File: config.mk
export PLATFORM = sky130hd
export DESIGN_NAME = uart_echo_responder_flat
export DESIGN_NICKNAME = d
export VERILOG_FILES = /design/src/rtl/uart_pkg.sv /design/src/rtl/uart_echo_responder_if.sv /design/src/rtl/uart_byte_fifo.sv /design/src/rtl/uart_echo_responder.sv /design/src/flat_wrapper.sv
export SDC_FILE = /design/constraint.sdc
export NUM_CORES = 1
export LEC_CHECK = 0
export ABC_AREA = 1
export ABC_CLOCK_PERIOD_IN_PS = 3500
export BUFFER_PORTS_ARGS = -buffer_cell sky130_fd_sc_hd__buf_2
export CAP_MARGIN = 20
export CORE_UTILIZATION = 60
export DETAILED_ROUTE_END_ITERATION = 12
export GPL_ROUTABILITY_DRIVEN = 1
export PLACE_DENSITY_LB_ADDON = 0.05
export SLEW_MARGIN = 0
export SYNTH_ARGS = -nofsm -noshare
export SYNTH_HDL_FRONTEND = slang
export SYNTH_SLANG_ARGS = --single-unit
export TNS_END_PERCENT = 5
File: constraint.sdc
create_clock -name clk -period 3.5 [get_ports clk]
set_input_delay 0.525 -clock clk [delete_from_list [all_inputs] [get_ports clk]]
set_output_delay 0.525 -clock clk [all_outputs]
set_load 0.005 [all_outputs]
File: src/rtl/uart_pkg.sv
// Shared UART byte-path definitions: ASCII constants, byte type and a ceil-log2 helper.
package uart_pkg;

    typedef logic [7:0] byte_t;

    localparam byte_t ASCII_CR    = 8'h0D;
    localparam byte_t ASCII_LF    = 8'h0A;
    localparam byte_t ASCII_QMARK = 8'h3F;

    function automatic int unsigned clog2(input int unsigned value);
        int unsigned result;
        int unsigned v;
        result = 0;
        v      = (value > 0) ? value - 1 : 0;
        while (v > 0) begin
            result++;
            v = v >> 1;
        end
        return result;
    endfunction

endpackage

File: src/rtl/uart_echo_responder_if.sv
// Byte-stream valid/ready channel with per-byte error qualifiers, as produced by uart_rx.
interface uart_echo_responder_if;

    logic       valid;
    logic       ready;
    logic [7:0] data;
    logic       parity_err;
    logic       frame_err;

    modport master (
        output valid,
        output data,
        output parity_err,
        output frame_err,
        input  ready
    );

    modport slave (
        input  valid,
        input  data,
        input  parity_err,
        input  frame_err,
        output ready
    );

endinterface

File: src/rtl/uart_byte_fifo.sv
// DEPTH x 8 show-ahead FIFO with two write ports (second write lands after the first) and one pop.
module uart_byte_fifo
    import uart_pkg::*;
#(
    parameter int unsigned DEPTH = 8,
    localparam int unsigned AW   = clog2(DEPTH),
    localparam int unsigned CW   = AW + 1
) (
    input  logic          clk,
    input  logic          reset_n,
    input  logic          i_push0,
    input  logic          i_push1,
    input  byte_t         i_data0,
    input  byte_t         i_data1,
    input  logic          i_pop,
    output byte_t         o_head,
    output logic [CW-1:0] o_count
);

    byte_t         r_mem [DEPTH];
    logic [AW-1:0] r_wr_ptr;
    logic [AW-1:0] r_rd_ptr;
    logic [CW-1:0] r_count;
    logic [AW-1:0] w_wr_ptr1;

    assign w_wr_ptr1 = r_wr_ptr + AW'(1);

    // i_push1 is only meaningful together with i_push0; it fills the slot after i_data0.
    always_ff @(posedge clk) begin
        if (i_push0) r_mem[r_wr_ptr]  <= i_data0;
        if (i_push1) r_mem[w_wr_ptr1] <= i_data1;
    end

    always_ff @(posedge clk or negedge reset_n) begin
        if (!reset_n) begin
            r_wr_ptr <= '0;
            r_rd_ptr <= '0;
            r_count  <= '0;
        end else begin
            r_wr_ptr <= r_wr_ptr + AW'(i_push0) + AW'(i_push1);
            r_rd_ptr <= r_rd_ptr + AW'(i_pop);
            r_count  <= r_count + CW'(i_push0) + CW'(i_push1) - CW'(i_pop);
        end
    end

    assign o_head  = r_mem[r_rd_ptr];
    assign o_count = r_count;

endmodule

File: src/rtl/uart_echo_responder.sv
// Far-end echo responder: buffers uart_rx bytes, substitutes errored bytes, expands CR, re-emits to uart_tx.
module uart_echo_responder
    import uart_pkg::*;
#(
    parameter int unsigned DEPTH      = 8,
    parameter byte_t       ERR_CHAR   = ASCII_QMARK,
    parameter bit          CR_TO_CRLF = 1'b1,
    parameter int unsigned CNT_W      = 16
) (
    input  logic                 clk,
    input  logic                 reset_n,
    input  logic                 echo_en,
    uart_echo_responder_if.slave  rx,
    uart_echo_responder_if.master tx,
    output logic [CNT_W-1:0]     rx_count,
    output logic [CNT_W-1:0]     err_count,
    output logic                 overflow
);

    localparam int unsigned     CW        = clog2(DEPTH) + 1;
    localparam int unsigned     SW        = clog2(2 * DEPTH) + 1;
    localparam logic [CW-1:0]   DEPTH_C   = CW'(DEPTH);
    localparam logic [CW-1:0]   NEED_C    = CR_TO_CRLF ? CW'(2) : CW'(1);
    localparam logic [SW-1:0]   STALL_LIM = SW'(2 * DEPTH);

    logic             r_rx_ready;
    logic             r_tx_valid;
    byte_t            r_tx_data;
    logic [CNT_W-1:0] r_rx_count;
    logic [CNT_W-1:0] r_err_count;
    logic [SW-1:0]    r_stall;
    logic             r_overflow;

    logic             w_accept;
    logic             w_err;
    byte_t            w_byte;
    logic             w_push0;
    logic             w_push1;
    logic             w_load;
    byte_t            w_head;
    logic [CW-1:0]    w_count;
    logic [CW-1:0]    w_count_next;
    logic [CW-1:0]    w_free;
    logic [SW-1:0]    w_stall_next;

    uart_byte_fifo #(
        .DEPTH (DEPTH)
    ) u_fifo (
        .clk     (clk),
        .reset_n (reset_n),
        .i_push0 (w_push0),
        .i_push1 (w_push1),
        .i_data0 (w_byte),
        .i_data1 (ASCII_LF),
        .i_pop   (w_load),
        .o_head  (w_head),
        .o_count (w_count)
    );

    // The tx register is the output slot: it reloads from the FIFO head whenever it is empty or being consumed.
    always_comb begin
        w_accept     = rx.valid && r_rx_ready;
        w_err        = rx.parity_err || rx.frame_err;
        w_byte       = w_err ? ERR_CHAR : rx.data;
        w_push0      = w_accept && echo_en;
        w_push1      = w_push0 && CR_TO_CRLF && (w_byte == ASCII_CR);
        w_load       = (w_count != '0) && (!r_tx_valid || tx.ready);
        w_count_next = w_count + CW'(w_push0) + CW'(w_push1) - CW'(w_load);
        w_free       = DEPTH_C - w_count_next;
        w_stall_next = '0;
        if (rx.valid && !r_rx_ready)
            w_stall_next = (r_stall == STALL_LIM) ? r_stall : r_stall + SW'(1);
    end

    always_ff @(posedge clk or negedge reset_n) begin
        if (!reset_n) begin
            r_rx_ready  <= 1'b0;
            r_tx_valid  <= 1'b0;
            r_tx_data   <= '0;
            r_rx_count  <= '0;
            r_err_count <= '0;
            r_stall     <= '0;
            r_overflow  <= 1'b0;
        end else begin
            r_rx_ready <= (w_free >= NEED_C);
            if (w_load) begin
                r_tx_valid <= 1'b1;
                r_tx_data  <= w_head;
            end else if (tx.ready) begin
                r_tx_valid <= 1'b0;
            end
            r_stall <= w_stall_next;
            if (w_stall_next == STALL_LIM) r_overflow <= 1'b1;
            if (w_accept) begin
                if (r_rx_count != '1)           r_rx_count  <= r_rx_count + CNT_W'(1);
                if (w_err && r_err_count != '1) r_err_count <= r_err_count + CNT_W'(1);
            end
        end
    end

    assign rx.ready      = r_rx_ready;
    assign tx.valid      = r_tx_valid;
    assign tx.data       = r_tx_data;
    assign tx.parity_err = 1'b0;
    assign tx.frame_err  = 1'b0;
    assign rx_count      = r_rx_count;
    assign err_count     = r_err_count;
    assign overflow      = r_overflow;

endmodule
File: src/flat_wrapper.sv
// flat-port wrapper written by rule: the top's interface ports become plain ports
module uart_echo_responder_flat import uart_pkg::*;
#(
    parameter int unsigned DEPTH      = 8,
    parameter byte_t       ERR_CHAR   = ASCII_QMARK,
    parameter bit          CR_TO_CRLF = 1'b1,
    parameter int unsigned CNT_W      = 16
)
  (clk, reset_n, echo_en, rx_count, err_count, overflow, rx_valid, rx_data, rx_parity_err, rx_frame_err, rx_ready, tx_valid, tx_data, tx_parity_err, tx_frame_err, tx_ready);
  uart_echo_responder_if rx_i ();
  uart_echo_responder_if tx_i ();
  input  logic clk;
  input  logic reset_n;
  input  logic echo_en;
  output logic [CNT_W-1:0] rx_count;
  output logic [CNT_W-1:0] err_count;
  output logic overflow;
  input wire logic [$bits(rx_i.valid)-1:0] rx_valid;
  input wire logic [$bits(rx_i.data)-1:0] rx_data;
  input wire logic [$bits(rx_i.parity_err)-1:0] rx_parity_err;
  input wire logic [$bits(rx_i.frame_err)-1:0] rx_frame_err;
  output wire logic [$bits(rx_i.ready)-1:0] rx_ready;
  output wire logic [$bits(tx_i.valid)-1:0] tx_valid;
  output wire logic [$bits(tx_i.data)-1:0] tx_data;
  output wire logic [$bits(tx_i.parity_err)-1:0] tx_parity_err;
  output wire logic [$bits(tx_i.frame_err)-1:0] tx_frame_err;
  input wire logic [$bits(tx_i.ready)-1:0] tx_ready;
  assign rx_i.valid = rx_valid;
  assign rx_i.data = rx_data;
  assign rx_i.parity_err = rx_parity_err;
  assign rx_i.frame_err = rx_frame_err;
  assign rx_ready = rx_i.ready;
  assign tx_valid = tx_i.valid;
  assign tx_data = tx_i.data;
  assign tx_parity_err = tx_i.parity_err;
  assign tx_frame_err = tx_i.frame_err;
  assign tx_i.ready = tx_ready;
  uart_echo_responder #(.DEPTH(DEPTH), .ERR_CHAR(ERR_CHAR), .CR_TO_CRLF(CR_TO_CRLF), .CNT_W(CNT_W)) u_core (.clk(clk), .reset_n(reset_n), .echo_en(echo_en), .rx(rx_i), .tx(tx_i), .rx_count(rx_count), .err_count(err_count), .overflow(overflow));
endmodule
After elaboration in Yosys (flattened, before gate mapping)
Memories as Yosys holds them, arrays and structs flattened. A register that Yosys moved wholly into a read port is not among the register bits.
Cells that the tools add are included.
- $add $sub $neg: 11
- order comparisons: 1
- equal/unequal tests: 5
- mux-type cells: 9
- reductions and logical operators: 15
- operators by type and width (cell ; count):
    $add A16 B1 Y16 const B ; 2
    $ne A16 B16 Y1 const B ; 2
    $eq A5 B5 Y1 const B ; 2
    $mux W5 ; 2
    $add A3 B1 Y3 ; 3
    $add A4 B1 Y4 ; 2
    $eq A8 B4 Y1 const B ; 1
    $mux W8 ; 1
    $logic_and A1 B1 Y1 ; 6
    $mux W1 ; 6
    $add A5 B1 Y5 const B ; 1
    $ge A4 B2 Y1 const B ; 1
    $reduce_and A2 Y1 ; 2
    $reduce_bool A4 Y1 ; 1
    $sub A4 B1 Y4 ; 1
    $sub A4 B4 Y4 const A ; 1
    $add A3 B1 Y3 const B ; 1
    $logic_not A1 Y1 ; 3
    $logic_or A1 B1 Y1 ; 2
    $reduce_bool A2 Y1 ; 1
- register bits: 50
- memory bits (writable): 64
- input port bits: 15
- logic and storage cells: 51
- memories kept: 1
- memories (name ; words ; bits a word ; read ports ; clocked after Yosys merged registers in ; wr ports ; line ; source):
    u_core.u_fifo.r_mem ; 8 ; 8 ; 1 ; 1 ; 2 ; uart_byte_fifo.sv:20 ; byte_t r_mem [DEPTH];

Logic depth before layout (Yosys ltp)
- word-level depth: 8
- gate-level depth with buffers: 17
- depth with buffers taken out: 16

Modules after synthesis
Synthesis repeated with hierarchy kept, for this count alone.
- cell total of the unflattened synthesis: 974
- area, all modules: 7498.4 um^2
- modules (own cells, without submodules) (module ; times used ; cells an instance ; area each (um^2)):
    uart_byte_fifo ; 1 ; 577 ; 4594.4
    uart_echo_responder ; 1 ; 397 ; 2904.0

Worst setup path after synthesis
Ideal clock, no wire load.
- path kind: input-to-reg
- from: input port rx_frame_err
- to: register u_core.r_rx_ready, in the netlist u_core.rx.ready
- library setup time: 0.124 ns
- arrival: 3.109 ns
- slack: 0.267 ns
- cell stages on the path: 17
- path through: nor2_2 > inv_2 > nor2_4 > nand2_4 > nor2b_4 > buf_6 > inv_1 > ha_1 > fa_1 > inv_1 > fa_1 > inv_1 > ha_1 > nor2_1 > nand2_1 > nor2_1 > nand3_1
- cells in the longest elaborated chain, start to end: 8
- ends and longest elaborated chain (element ; line ; source):
    start, declared ; flat_wrapper.sv:21 ; input wire logic [$bits(rx_i.frame_err)-1:0] rx_frame_err;
    $logic_or A1 B1 Y1 ; uart_echo_responder.sv:63 ; w_err = rx.parity_err || rx.frame_err;
    $mux W8 ; uart_echo_responder.sv:64 ; w_byte = w_err ? ERR_CHAR : rx.data;
    $eq A8 B4 Y1 ; uart_echo_responder.sv:66 ; w_push1 = w_push0 && CR_TO_CRLF && (w_byte == ASCII_CR);
    $logic_and A1 B1 Y1 ; uart_echo_responder.sv:66 ;
    $add A4 B1 Y4 ; uart_echo_responder.sv:68 ; w_count_next = w_count + CW'(w_push0) + CW'(w_push1) - CW'(w_load);
    $sub A4 B1 Y4 ; uart_echo_responder.sv:68 ;
    named net u_core.w_count_next[1] ; uart_echo_responder.sv:42 ; logic [CW-1:0] w_count_next;
    $sub A4 B4 Y4 ; uart_echo_responder.sv:69 ; w_free = DEPTH_C - w_count_next;
    $ge A4 B2 Y1 ; uart_echo_responder.sv:85 ; r_rx_ready <= (w_free >= NEED_C);
    end signal, assigned ; uart_echo_responder.sv:85 ;
    end, declared ; uart_echo_responder.sv:26 ; logic r_rx_ready;
The timed path passes the listed nets, and every way through them passes these cells.
A chain may end at the register's enable or synchronous reset.

Final worst setup path
- from: register u_core.r_rx_ready, in the netlist u_core.rx.ready
- to: register u_core.r_rx_ready, in the netlist u_core.rx.ready
- cells in the longest elaborated chain, start to end: 7
- ends and longest elaborated chain (element ; line ; source):
    $logic_and A1 B1 Y1 * ; uart_echo_responder.sv:62 ; w_accept = rx.valid && r_rx_ready;
    $logic_and A1 B1 Y1 * ; uart_echo_responder.sv:65 ; w_push0 = w_accept && echo_en;
    $add A4 B1 Y4 / $logic_and A1 B1 Y1 (equally long branches) ; uart_echo_responder.sv:68, uart_echo_responder.sv:66 ;
    $add A4 B1 Y4 * ; uart_echo_responder.sv:68 ;
    $sub A4 B1 Y4 * ; uart_echo_responder.sv:68 ;
    named net u_core.w_count_next[1] ; uart_echo_responder.sv:42 ;
    $sub A4 B4 Y4 * ; uart_echo_responder.sv:69 ;
    $ge A4 B2 Y1 * ; uart_echo_responder.sv:85 ;
Mark *: on every way through the listed nets, which the timed path passes. The rest lies on a longest branch.

==> summary.txt <==
Status
  • Status: complete, no violations

Critical path
  • CP arrival: 3.27 ns
  • Max incr delay on CP: 0.46 ns
  • R2R Path End: u_core.rx.ready$_DFF_PN0_
  • CP max FO: 4
  • Cells on worst reg2reg path: 15
  • CP Depth: 15
  • Req. time, crit path: roughly 3.8 ns
  • Top delay family on crit path: adder cells
  • Crit path from: u_core.rx.ready$_DFF_PN0_
  • Critical path's slowest cell: dfrtp_1
  • Worst reg2reg path startpoint: u_core.rx.ready$_DFF_PN0_
  • R2R Setup Slk: roughly 0.53 ns
  • Startpoint Class: flip-flop
  • Crit path capture: u_core.rx.ready$_DFF_PN0_
  • Type of the worst setup path: flip-flop to flip-flop
  • CP Cell Sequence: nand3_4 -> nor2_8 -> nand2_4 -> nor2b_4 -> inv_1 -> ha_1 -> fa_1 -> inv_1 -> fa_1 -> inv_1 -> ha_1 -> nor2_1 -> nand2_1 -> nor2_1 -> nand3_1
  • CP endpoint kind: flip-flop
  • Cell mode on critical path: inv_1
  • CP bufs+invs: 3

Clock network
  • CTS H-Tree Depth: 4
  • Clk pin slew, worst setup/hold paths: around 0.050 ns
  • Clock sinks: 122
  • Hold buffer count at CTS: 0
  • Root Driver: clkbuf_16
  • Worst skew pair latency: roughly 0.42 ns
  • CTS tree: done
  • Max clock buf depth: 2
  • CTS Buf Count: 17
  • Post-CTS setup buffer count: 0
  • Post-cts resize count: 0

Global route
  • GRT Util Overall: 28.4%
  • Vias in the first global route: roughly 5400
  • Global-route wire length before repair: approximately 26000 µm
  • Largest net degree at the start of global routing: 41
  • Grt total ovfl: 0
  • Initial antenna violation count: 0

Layout
  • Fillers: 938
  • # diodes: 0
  • Layout Cells excl Fill: roughly 1200
  • Synth-to-Final Area Change: 13.5%
  • Nets@finish: 1051
  • Layout cell share with drive strength beyond 1: between 10% and 20%

Routing
  • Routed Antenna Nets: 0
  • DR WL met3: 746 µm
  • Initial DRC Count: approximately 400
  • Vias per inst: 5.03
  • Met1 Routed Length: between 7000 and 8000 µm
  • # DRC: 0
  • Drt first pass iters: 5
  • Max layer used: met4
  • Vias: about 6000
  • Met2 Wirelength: between 7000 and 8000 µm
  • Routed WL: around 15000 µm
  • Routed len/inst: about 13 µm

Power
  • Overall Power: 6.44 mW
  • Pwr per Cell Area: 826 mW/mm²
  • Peak supply drop: roughly 560 µV
  • P_leak: between 3 and 4 nW

Synthesis
  • Avg Inst Size Synth: 7.19 µm²
  • Synth Cell Area: ~0.0069 mm²
  • Yosys warns: 0
  • Synthesized instance count: ~960
  • Area contributors post-synth: dfrtp_1 21%, dfxtp_1 19%, nand2_1 15%
  • Sequential area share after synthesis: about two fifths
  • Post-synth EDFFs: 0
  • Main flop type after synthesis: dfxtp_1
  • Synth top area share: about a fifth
  • Cell variety after synth: 39
  • Asr flop ratio synth: between 40 and 50%
  • Leading area contributor after synthesis: dfrtp_1
  • FF+latch count, synth: 122

Timing
  • Final Slew Violations: 0
  • RSZ-0062 raised after global routing: false
  • Final setup viols: 0
  • Minimum clock period: 2.97 ns
  • Final TNS setup: 0 ns
  • Fin worst setup slack: between 0.5 and 0.6 ns
  • Final Hold Viols: 0
  • FMAX: ~340 MHz
  • Final hold slack: roughly 0.24 ns
  • Worst-margin pin slew: ~0.91 ns
  • Fin crit share: 84.9%
  • Slew margin rel.: around two fifths
  • Clk_skew: 0.00697 ns

Floorplanning
  • Initial Util: 62.5%
  • Row cnt: 38
  • Die width: 109 µm
  • Core box area: between 0.01 and 0.015 mm²
  • Die height: 109 µm
  • Io pins: 60
  • Die area: roughly 0.012 mm²

Worst hold path
  • Hold Path Class: primary input to asynchronous set/reset pin

Run
  • Max Cap Violations: 0

Placed design
  • IO buf count: between 50 and 60
  • Dpl ws: roughly 0.17 ns
  • Post-DP HPWL: roughly 11000 µm
  • Inst Count DP: approximately 1100
  • GPL Wtd Cong: 0.873
==> layout by cell type (no fill, tap or decap), drive strengths merged <==
cell type and count:
dfxtp 64, bufinv 1, fa 3, o211ai 8
nor2b 1, nor3 2, dfrtp 58, nand3 59
nor2 132, clkbuf 24, clkinv 9, buf 71
a31oi 1, nand4 8, nand3b 1, conb 2
inv 156, xor2 11, a21oi 18, ha 14
xnor2 15, nand2 276, o21ai 98
==> registers in the layout (all words and copies together) (netlist names) <==
name,cells
u_core.u_fifo.r_wr_ptr,3
u_core.rx_count,16
u_core.tx.data,8
u_core.u_fifo.o_count,4
u_core.err_count,16
u_core.overflow,1
u_core.rx.ready,1
u_core.r_stall,5
u_core.u_fifo.r_mem,64
u_core.u_fifo.r_rd_ptr,3
u_core.tx.valid,1
==> cells in the mapped netlist (3+ instances only) <==
master    number
o21ai_1       49
clkinv_1       3
nand3_2        4
dfrtp_1       58
a21oi_1       17
nor2_8         3
inv_2          5
o21ai_0       47
xnor2_1       15
xor2_1        11
buf_4          6
nor2_4        12
inv_1        149
nor2_1       115
clkbuf_1       8
dfxtp_1       64
ha_1          14
nand2_1      272
buf_2          3
buf_6         10
nand4_4        6
fa_1           3
o211ai_1       8
nand3_1       54
==> worst register-to-register path, stage by stage, from the launching register on <==
cell     delay [ns]
dfrtp_1        0.46
nand3_4        0.14
nor2_8         0.15
nand2_4        0.06
nor2b_4        0.12
inv_1          0.07
ha_1           0.28
fa_1           0.36
inv_1          0.09
fa_1           0.45
inv_1          0.12
ha_1           0.24
nor2_1         0.09
nand2_1        0.06
nor2_1         0.08
nand3_1        0.09
==> layer usage <==
layer | vias to the layer above | track usage (%)
met4 | 0 | 9.17
li1 | 3084 | -
met2 | 149 | 46.6
met5 | - | 0
met1 | 2642 | 36.8
met3 | 21 | 6.52
==> worst min path at each step <==
stage | depth (start not counted) | to | from
global route | 1 | u_core.rx_count[14]$_DFFE_PN0P_ | reset_n
global placement | 2 | u_core.overflow$_DFFE_PN0N_ | u_core.overflow$_DFFE_PN0N_
detailed placement | 2 | u_core.overflow$_DFFE_PN0N_ | u_core.overflow$_DFFE_PN0N_
floorplan | 0 | u_core.err_count[0]$_DFFE_PN0P_ | reset_n
CTS | 1 | u_core.rx_count[8]$_DFFE_PN0P_ | reset_n
finish | 1 | u_core.rx_count[5]$_DFFE_PN0P_ | reset_n
==> where the power goes <==
part	switching, mW	internal [mW]	leakage, nW
sequential	0.420	1.94	1.27
clock	0.600	1.05	0.283
combinational	1.51	0.922	2.44
==> cell families (layout without fill, tap and decap cells) <==
group           count (synthesis)  in the layout  synth area share [%]
compound gates                125            125                  9.78
buf+inv                       185            261                  11.6
xor+xnor                       26             26                  3.32
flops                         122            122                  39.8
other cells                     1              2                0.0546
simple gates                  479            479                  32.0
fa+ha+maj                      17             17                  3.42
==> cell type report <==
cell class / count / area [µm²] / share of cell area (%)
Clock buffer: 24 / 493 / 6.32
Clock inverter: 8 / 66.3 / 0.851
Inverter: 158 / 596 / 7.64
Multi-Input combinational cell: 649 / 3340 / 42.9
Sequential cell: 122 / 2730 / 35.1
Tap cell: 140 / 175 / 2.25
Timing Repair Buffer: 71 / 390 / 5.01
==> stage by stage <==
step	util (%)	cell area (µm²)
after CTS	71.0	7790
after global routing	71.0	7790
after floorplan	-	6870
after global placement	65.9	7240
after detailed placement	65.9	7240
final	71.0	7790
Note: power is estimated with default switching activity, not from simulation.
